[src/rtl/fetch_responder_if.sv]
// rtl/fetch_responder_if.sv - fetch request/response and memory read signal bundle for fetch_responder
interface fetch_responder_if #(
  parameter int RW     = 16,
  parameter int I_SIZE = 2 * RW
);
  logic [RW-1:0]     i_req_addr;
  logic              i_req_submit;
  logic [I_SIZE-1:0] o_req_data;
  logic              o_req_data_valid;
  logic [RW-1:0]     o_mem_addr;
  logic              o_mem_req;
  logic [RW-1:0]     i_mem_data;
  logic              i_mem_ack;

  modport slave (
    input  i_req_addr, i_req_submit, i_mem_data, i_mem_ack,
    output o_req_data, o_req_data_valid, o_mem_addr, o_mem_req
  );

  modport master (
    output i_req_addr, i_req_submit, i_mem_data, i_mem_ack,
    input  o_req_data, o_req_data_valid, o_mem_addr, o_mem_req
  );
endinterface

[src/rtl/fetch_responder.sv]
// rtl/fetch_responder.sv - queued instruction fetch responder, two 16-bit reads per instruction
// Optional build macro FETCH_RESP_BYPASS_EN: idle-and-empty submits start the low read one cycle early.
module fetch_responder #(
  parameter int RW     = 16,
  parameter int I_SIZE = 32,
  parameter int DEPTH  = 4
) (
  input  logic              i_clk,
  input  logic              i_rst,
  fetch_responder_if.slave  bus,
  output logic              o_overflow,
  output logic              o_busy
);
  localparam int AW = $clog2(DEPTH);
  localparam int CW = AW + 1;

  typedef enum logic [1:0] {IDLE, RD_LO, RD_HI} state_t;

  state_t            state, state_nx;
  logic [RW-2:0]     fifo [DEPTH];
  logic [AW-1:0]     wr_ptr, rd_ptr, rd_ptr_inc;
  logic [CW-1:0]     count, count_nx;
  logic [RW-2:0]     head, next_head;
  logic              full, push, pop;
  logic [RW-1:0]     lo_reg;
  logic [RW-1:0]     mem_addr, mem_addr_nx;
  logic              mem_req;
  logic [I_SIZE-1:0] data_r;
  logic              valid_r;

  assign full       = (count == CW'(DEPTH));
  assign pop        = (state == RD_HI) && bus.i_mem_ack;
  // A pop in the same cycle frees the slot, so a submit on a full queue still fits.
  assign push       = bus.i_req_submit && (!full || pop);
  assign rd_ptr_inc = rd_ptr + 1'b1;
  assign head       = fifo[rd_ptr];
  // With one entry left, the entry after the pop is the one arriving this cycle.
  assign next_head  = (count == CW'(1)) ? bus.i_req_addr[RW-2:0] : fifo[rd_ptr_inc];

  always_comb begin
    count_nx = count;
    case ({push, pop})
      2'b10:   count_nx = count + 1'b1;
      2'b01:   count_nx = count - 1'b1;
      default: count_nx = count;
    endcase
  end

  always_comb begin
    state_nx    = state;
    mem_addr_nx = mem_addr;
    case (state)
      IDLE: begin
`ifdef FETCH_RESP_BYPASS_EN
        if (count == '0 && bus.i_req_submit) begin
          state_nx    = RD_LO;
          mem_addr_nx = {bus.i_req_addr[RW-2:0], 1'b0};
        end else
`endif
        if (count != '0) begin
          state_nx    = RD_LO;
          mem_addr_nx = {head, 1'b0};
        end
      end
      RD_LO: begin
        if (bus.i_mem_ack) begin
          state_nx    = RD_HI;
          mem_addr_nx = {head, 1'b1};
        end
      end
      RD_HI: begin
        if (bus.i_mem_ack) begin
          if (count_nx != '0) begin
            state_nx    = RD_LO;
            mem_addr_nx = {next_head, 1'b0};
          end else begin
            state_nx = IDLE;
          end
        end
      end
      default: state_nx = IDLE;
    endcase
  end

  always_ff @(posedge i_clk) begin
    if (push) fifo[wr_ptr] <= bus.i_req_addr[RW-2:0];
  end

  always_ff @(posedge i_clk or negedge i_rst) begin
    if (!i_rst) begin
      state      <= IDLE;
      wr_ptr     <= '0;
      rd_ptr     <= '0;
      count      <= '0;
      lo_reg     <= '0;
      mem_addr   <= '0;
      mem_req    <= 1'b0;
      data_r     <= '0;
      valid_r    <= 1'b0;
      o_overflow <= 1'b0;
    end else begin
      state    <= state_nx;
      count    <= count_nx;
      mem_addr <= mem_addr_nx;
      mem_req  <= (state_nx != IDLE);
      valid_r  <= pop;
      if (push) wr_ptr <= wr_ptr + 1'b1;
      if (pop) begin
        rd_ptr <= rd_ptr_inc;
        data_r <= {bus.i_mem_data, lo_reg};
      end
      if (state == RD_LO && bus.i_mem_ack) lo_reg <= bus.i_mem_data;
      if (bus.i_req_submit && full && !pop) o_overflow <= 1'b1;
    end
  end

  assign bus.o_mem_req        = mem_req;
  assign bus.o_mem_addr       = mem_addr;
  assign bus.o_req_data       = data_r;
  assign bus.o_req_data_valid = valid_r;
  assign o_busy               = (count != '0) || (state != IDLE);
endmodule

[src/flat_wrapper.sv]
// flat-port wrapper written by rule: the top's interface ports become plain ports
module fetch_responder_flat 
#(
  parameter int RW     = 16,
  parameter int I_SIZE = 32,
  parameter int DEPTH  = 4
)
  (i_clk, i_rst, o_overflow, o_busy, bus_i_req_addr, bus_i_req_submit, bus_i_mem_data, bus_i_mem_ack, bus_o_req_data, bus_o_req_data_valid, bus_o_mem_addr, bus_o_mem_req);
  fetch_responder_if #(.RW(RW), .I_SIZE(I_SIZE)) bus_i ();
  input  logic i_clk;
  input  logic i_rst;
  output logic o_overflow;
  output logic o_busy;
  input wire logic [$bits(bus_i.i_req_addr)-1:0] bus_i_req_addr;
  input wire logic [$bits(bus_i.i_req_submit)-1:0] bus_i_req_submit;
  input wire logic [$bits(bus_i.i_mem_data)-1:0] bus_i_mem_data;
  input wire logic [$bits(bus_i.i_mem_ack)-1:0] bus_i_mem_ack;
  output wire logic [$bits(bus_i.o_req_data)-1:0] bus_o_req_data;
  output wire logic [$bits(bus_i.o_req_data_valid)-1:0] bus_o_req_data_valid;
  output wire logic [$bits(bus_i.o_mem_addr)-1:0] bus_o_mem_addr;
  output wire logic [$bits(bus_i.o_mem_req)-1:0] bus_o_mem_req;
  assign bus_i.i_req_addr = bus_i_req_addr;
  assign bus_i.i_req_submit = bus_i_req_submit;
  assign bus_i.i_mem_data = bus_i_mem_data;
  assign bus_i.i_mem_ack = bus_i_mem_ack;
  assign bus_o_req_data = bus_i.o_req_data;
  assign bus_o_req_data_valid = bus_i.o_req_data_valid;
  assign bus_o_mem_addr = bus_i.o_mem_addr;
  assign bus_o_mem_req = bus_i.o_mem_req;
  fetch_responder #(.RW(RW), .I_SIZE(I_SIZE), .DEPTH(DEPTH)) u_core (.i_clk(i_clk), .i_rst(i_rst), .bus(bus_i), .o_overflow(o_overflow), .o_busy(o_busy));
endmodule
[config.mk]
export PLATFORM = sky130hd
export DESIGN_NAME = fetch_responder_flat
export DESIGN_NICKNAME = d
export VERILOG_FILES = /design/src/rtl/fetch_responder_if.sv /design/src/rtl/fetch_responder.sv /design/src/flat_wrapper.sv
export SDC_FILE = /design/constraint.sdc
export NUM_CORES = 1
export LEC_CHECK = 0
export ABC_CLOCK_PERIOD_IN_PS = 4500
export BUFFER_PORTS_ARGS = -buffer_cell sky130_fd_sc_hd__clkbuf_2
export CAP_MARGIN = 20
export CELL_PAD_IN_SITES_DETAIL_PLACEMENT = 0
export CELL_PAD_IN_SITES_GLOBAL_PLACEMENT = 1
export CORE_AREA = 8 8 122 124
export DETAILED_ROUTE_END_ITERATION = 6
export DIE_AREA = 0 0 130 132
export PLACE_DENSITY = 0.88
export SYNTH_ARGS = -nofsm -noshare
export SYNTH_HDL_FRONTEND = slang
export SYNTH_SLANG_ARGS = --single-unit
[constraint.sdc]
create_clock -name i_clk -period 4.5 [get_ports i_clk]
set_input_delay 0.225 -clock i_clk [delete_from_list [all_inputs] [get_ports i_clk]]
set_output_delay 0.225 -clock i_clk [all_outputs]
set_load 0.02 [all_outputs]
Yosys cells after proc, flatten, opt, wreduce, memory -nomap -nowiden
Memories as Yosys holds them, arrays and structs flattened.
Cells that the tools add are included.
{"block": "word_totals", "regBits": 76, "latchBits": 0, "ram_bits": 60, "mem_bits_ro": 0, "input_bits": 36, "out_inout_bits": 52, "elab_cells": 55, "mem_count": 1}
{"block": "op_classes", "n_addsub": 4, "mul": 0, "div_mod_pow": 0, "magnitude_cmp": 0, "eq_ne": 10, "shift": 0, "muxes": 14, "bitwise": 0, "n_reduce_logical": 16}
{"memory": "u_core.fifo", "depth": 4, "width": 15, "rd": 2, "rd_clocked_by_memory_dff": 0, "wr": 1, "line_no": "fetch_responder.sv:20", "rtl": "logic [RW-2:0] fifo [DEPTH];"}
{"cell": "16-bit two-way mux", "count": 4}
{"cell": "16-bit case mux with 3 select lines", "count": 1}
{"cell": "15-bit two-way mux", "count": 1}
{"cell": "3-bit nonzero test", "count": 3}
{"cell": "2-bit two-way mux", "count": 3}
{"cell": "2-bit inequality test, second input constant", "count": 3}
{"cell": "2-bit case mux with 3 select lines", "count": 1}
{"cell": "3-bit case mux with 2 select lines", "count": 1}
{"cell": "1-bit logical AND", "count": 5}
{"cell": "5-bit AND reduction", "count": 1}
{"cell": "2-bit by 1-bit adder with 2-bit output, second input constant", "count": 2}
{"cell": "2-bit by 1-bit == test with 1-bit output, second input constant", "count": 2}
{"cell": "2-bit == test, second input constant", "count": 2}
{"cell": "2-bit nonzero test", "count": 2}
{"cell": "3-bit by 1-bit adder with 3-bit output, second input constant", "count": 1}
{"cell": "3-bit by 1-bit == test with 1-bit output, second input constant", "count": 1}
{"cell": "3-bit == test, second input constant", "count": 1}
{"cell": "1-bit two-way mux", "count": 3}
{"cell": "3-bit by 1-bit subtractor with 3-bit output, second input constant", "count": 1}
{"cell": "1-bit logical NOT", "count": 2}
{"cell": "2-bit logical NOT", "count": 1}
{"cell": "1-bit logical OR", "count": 2}
{"cell": "2-bit by 1-bit inequality test with 1-bit output, second input constant", "count": 1}

Longest topological paths before layout
{"block": "depth", "word_depth": 11, "ltp_mapped": 15, "depth_no_buf": 13}

Worst setup path after synthesis
Ideal clock, no wire load.
{"block": "synth_path", "kind": "flip-flop to flip-flop", "startpoint": "register u_core.state[0]", "endpoint": "register u_core.mem_addr[6] (netlist: u_core.bus.o_mem_addr[6])", "setup_ps": 128, "t_arrival_ps": 3240, "t_required_ps": 4372, "setup_slack_ps": 1133, "path_stages_with_launch": 16, "path_buffers": 2, "period_less_slack_ps": 3367, "cell_sequence": "dfrtp_1 > inv_1 > ha_1 > and2_1 > inv_2 > nand3_1 > and2_1 > clkbuf_1 > inv_1 > ha_1 > or2_1 > o21ai_1 > nor4b_4 > a21oi_4 > buf_4 > mux2_1"}
{"block": "synth_between", "elab_chain_len": 9, "elab_cells_between_ends": 17, "classes_between": "eq/ne: 8; mux: 2; reduce/logical: 7"}
{"element": "from (decl)", "line_no": "fetch_responder.sv:19", "rtl": "state_t state, state_nx;"}
{"element": "from (signal assigned)", "line_no": "fetch_responder.sv:102", "rtl": "state <= state_nx;"}
{"element": "2-bit == test (*)", "line_no": "fetch_responder.sv:32", "rtl": "assign pop = (state == RD_HI) && bus.i_mem_ack;"}
{"element": "1-bit logical AND (*)", "line_no": "fetch_responder.sv:32"}
{"element": "named net u_core.pop", "line_no": "fetch_responder.sv:24", "rtl": "logic full, push, pop;"}
{"element": "1-bit logical OR (*)", "line_no": "fetch_responder.sv:34", "rtl": "assign push = bus.i_req_submit && (!full || pop);"}
{"element": "1-bit logical AND (*)", "line_no": "fetch_responder.sv:34"}
{"element": "named net u_core.push", "line_no": "fetch_responder.sv:24"}
{"element": "2-bit by 1-bit == test with 1-bit output / 2-bit == test (equally long branches)", "line_no": "fetch_responder.sv:42", "rtl": "case ({push, pop})"}
{"element": "3-bit case mux with 2 select lines (*)", "line_no": "fetch_responder.sv:42"}
{"element": "named net u_core.count_nx[0]", "line_no": "fetch_responder.sv:22", "rtl": "logic [CW-1:0] count, count_nx;"}
{"element": "3-bit nonzero test (*)", "line_no": "fetch_responder.sv:73", "rtl": "if (count_nx != '0) begin"}
{"element": "2-bit inequality test (no source line) (*)"}
{"element": "5-bit AND reduction (no source line) (*)"}
{"element": "to (signal assigned)", "line_no": "fetch_responder.sv:104", "rtl": "mem_addr <= mem_addr_nx;"}
{"element": "to (decl)", "line_no": "fetch_responder.sv:26", "rtl": "logic [RW-1:0] mem_addr, mem_addr_nx;"}
The timed path passes the listed nets; every way through them passes the cells marked *.
A chain may end at the register's enable or synchronous reset.

Final worst setup path
{"block": "layout_path", "startpoint": "register u_core.state[0]", "endpoint": "register u_core.mem_addr[1] (netlist: u_core.bus.o_mem_addr[1])"}
{"block": "layout_between", "elab_chain_len": 9, "elab_cells_between_ends": 17, "classes_between": "eq/ne: 8; mux: 2; reduce/logical: 7"}
{"element": "2-bit == test (*)", "line_no": "fetch_responder.sv:32"}
{"element": "1-bit logical AND (*)", "line_no": "fetch_responder.sv:32"}
{"element": "named net u_core.pop", "line_no": "fetch_responder.sv:24"}
{"element": "1-bit logical OR", "line_no": "fetch_responder.sv:34"}
{"element": "1-bit logical AND", "line_no": "fetch_responder.sv:34"}
{"element": "2-bit by 1-bit == test with 1-bit output / 2-bit == test (equally long branches)", "line_no": "fetch_responder.sv:42"}
{"element": "3-bit case mux with 2 select lines (*)", "line_no": "fetch_responder.sv:42"}
{"element": "named net u_core.count_nx[0]", "line_no": "fetch_responder.sv:22"}
{"element": "3-bit nonzero test (*)", "line_no": "fetch_responder.sv:73"}
{"element": "2-bit inequality test (no source line) (*)"}
{"element": "5-bit AND reduction (no source line) (*)"}
Marks and branches as above.

==> Implementation_results.wiki <==
{| class="wikitable"
! Metric !! Value
|-
| Power per standard cell area || ~780 mW/mm2
|-
| Largest fanout of any net on the critical path || 16
|-
| Total wirelength of the detailed-routed design || 12,100 um
|-
| Cell with the biggest individual delay on the critical path || a21oi_4
|-
| Fraction of final layout cells sized beyond drive strength 1 || 0.493
|-
| Antenna violations before repair || 0
|-
| Placement row count || 42
|-
| Hpwl dp || 8030 um
|-
| Ant diodes || 0
|-
| Syn Nets || 401
|-
| Number of buffers added for setup after CTS || 0
|-
| Worst Tran Pin Value || 0.978 ns
|-
| Core Util, Final || 0.562
|-
| Status || finished clean
|-
| PortBufs || 86
|-
| Unrepaired setup endpoints after global routing || no
|-
| Number of flip-flops in the largest register || 60
|-
| Die width || between 100 and 150 um
|-
| Floorplan core area || 0.0130 mm2
|-
| Clock-pin transition on the worst setup and hold timing paths || 0.06 ns
|-
| Gp weighted congestion || 0.650
|-
| Layout-stage area growth over the synthesis result || 19.2%
|-
| Post-synthesis area per instance || 17.5 um2
|-
| Number of different library cells in the post-synthesis netlist || 39
|-
| Post-synthesis register bit count || 136
|-
| FFs w/ async S/R, synth || 0.559
|-
| Via count of the first global-routing pass || around 4,000
|-
| Die area || 0.0172 mm2
|-
| Total routing resource utilization after global routing || 0.153
|-
| Endpoint type of the worst setup path || flip-flop
|-
| Router iterations before antenna repair || 4
|-
| Maximum number of pins on one net before global-route repair || 77
|-
| Number of pins exceeding their max-slew limit in the final report || 0
|-
| Top Family by Delay on Critical Path || simple AND/OR/NAND/NOR gates
|-
| Register with the highest flop count || u_core.fifo
|-
| Number of vias per cell after detailed routing || 5.37
|-
| Worst rel slew slack || 0.348
|-
| Number of clock sinks || ~140
|-
| Max Cap Viol || 0
|-
| Design Power || 5.73 mW
|-
| Critical path data required time || 4.80 ns
|-
| Total number of nets in the final design || 492
|-
| Clock tree root driver cell || clkbuf_16
|-
| Violation count after the first detailed-route iteration || about 180
|-
| Global-route wire length before repair || 19,900 um
|-
| Total gr overflow || 0
|-
| Level count of the clock H-tree || 4
|-
| Path class of the lowest-slack min-delay path || primary input to flip-flop
|-
| Min cycle time layout || 3.74 ns
|-
| Worst path buffer plus inverter count || 3
|-
| Maximum single-stage delay on the critical path || about 0.64 ns
|-
| Critical path arrival || 4.04 ns
|-
| Total standard cell area after synthesis || 0.00613 mm2
|-
| Setup-failing EPs final || 0
|-
| Cell count after synthesis || 350
|-
| TritonCTS Buffers || 17
|-
| Number of fillers in the final layout || 1,030
|-
| Category of the most critical setup path || flip-flop to flip-flop
|-
| Remaining design rule violation count || 0
|-
| Final total negative setup slack || 0 ns
|-
| Nature of the critical path startpoint || flip-flop
|-
| Number of buffers between clock root and the deepest sink || 2
|-
| Height of the chip || 132 um
|-
| Insertion delay of the later-clocked pin in the worst-skew pair || 0.41 ns
|-
| Cell-by-cell trace of the critical path || inv_1, ha_1, and2_1, inv_2, nand3_1, and2_1, inv_1, ha_1, or2_1, o21ai_1, nor4b_4, a21oi_4, mux2_2
|-
| Number of enable-type register cells in the synthesized netlist || 60
|-
| Vias after detailed routing || 3,383
|-
| Fin Clk Skew || 0.00543 ns
|-
| Maximum vdd drop || between 0.0003 and 0.0004 V
|-
| Fmax || about 270 MHz
|-
| Hold violation total from the final report || 0
|-
| IO Count || between 80 and 90
|-
| Share of the cycle needed by the critical path after routing || 0.831
|-
| Yosys Warn Count || 0
|-
| Leakage power of the design || 3.11 nW
|-
| Post-detailed-route count of antenna-violating nets || 0
|-
| Clock tree from TritonCTS || yes
|-
| Average wire length per cell after detail routing || 19.3 um
|-
| Starting density of the core || 0.472
|-
| Primary flip-flop cell chosen by synthesis mapping || dfrtp_1
|-
| Share of the yosys chip area belonging to registers || 0.605
|}
## layout make-up
type	count	area, um2	share of cell area
Clock buffer	18	429	0.0588
Clock inverter	14	156	0.0214
Inverter	10	37.5	0.00514
Multi-Input combinational cell	186	2270	0.311
Sequential cell	136	3700	0.507
Tap cell	176	220	0.0302
Timing Repair Buffer	90	485	0.0665
## timing repair
item / 4_1_cts / 5_1_grt
endpoints found under the hold margin: 0 / 17
gates resized for setup: 0 / 0
hold buffers: 0 / 1
## through the flow
step	hold WS (ns)	worst slack (ns)	instance area [um2]	cells
CTS	0.0106	0.684	7260	628
global route	0.0363	0.468	7300	630
detailed placement	0.447	0.699	6680	596
global placement	0.432	0.853	6680	596
floorplan	-0.0706	1.13	6130	350
finish	0.0473	0.761	7300	630
## cell usage after synthesis, types with 4 or more instances
master    instances  area share
clkbuf_1          4      0.0025
mux2_4           11       0.027
mux2_2           68        0.12
dfrtp_1          76        0.31
and3_1            4      0.0041
edfxtp_1         60        0.29
a22o_1           15       0.021
inv_1             9      0.0055
buf_1             5      0.0031
mux4_1            8       0.034
ha_1             15       0.031
nor2_1            5      0.0031
mux4_2           22       0.081
o21ai_0           5      0.0041
nand2_1           6      0.0037
## layout by cell type (no fill, tap or decap), types with 6 or more instances in the layout
| master | synthesis | final |
|---|---|---|
| nand2_1 | 6 | 6 |
| a22o_1 | 15 | 15 |
| ha_1 | 15 | 15 |
| mux4_2 | 22 | 22 |
| clkbuf_2 | 0 | 85 |
| clkinv_2 | 0 | 6 |
| mux2_4 | 11 | 11 |
| edfxtp_1 | 60 | 60 |
| clkbuf_16 | 0 | 17 |
| dfrtp_1 | 76 | 75 |
| inv_1 | 9 | 9 |
| mux2_2 | 68 | 68 |
| mux4_1 | 8 | 8 |
## layer usage
metal / vias to the layer above / track usage / share of wire
met3: 18 / 0.0655 / 0.076
met5: - / 0 / 0
li1: 1536 / - / -
met1: 1730 / 0.166 / 0.41
met2: 99 / 0.256 / 0.50
met4: 0 / 0.0613 / 0.016
## logic make-up (layout without fill, tap and decap cells)
logic type | Yosys count | count (layout) | synth area share
compound gates | 30 | 30 | 0.0388
xor+xnor | 3 | 3 | 0.00429
fa+ha+maj | 15 | 15 | 0.0306
buf+inv | 28 | 132 | 0.0253
flops | 136 | 136 | 0.605
mux | 111 | 111 | 0.271
simple gates | 27 | 27 | 0.0257
## final timing paths
kind                                          startpoint                              endpoint  slack, ns  cells past startpoint
setup / recovery               u_core.state[0]$_DFF_PN0_  u_core.bus.o_mem_addr[1]$_DFFE_PN0P_       0.76                     13
hold / removal                         bus_i_req_addr[5]           u_core.fifo[3][5]$_DFFE_PP_       0.05                      1
setup reg to reg               u_core.state[0]$_DFF_PN0_  u_core.bus.o_mem_addr[1]$_DFFE_PN0P_       0.76                     13
hold reg to reg            u_core.o_overflow$_DFFE_PN0P_         u_core.o_overflow$_DFFE_PN0P_       0.47                      1
max in group asynchronous                          i_rst          u_core.rd_ptr[0]$_DFFE_PN0N_       3.66                      3
min in group asynchronous                          i_rst  u_core.bus.o_mem_addr[8]$_DFFE_PN0P_       0.23                      2
## power breakdown
group	internal [mW]	leakage [nW]	total, mW	switching, mW
sequential	1.77	1.47	2.11	0.336
combinational	1.17	1.35	2.26	1.09
clock	0.864	0.287	1.37	0.502
total	3.80	3.11	5.73	1.93
(Power assumes the default switching activity.)
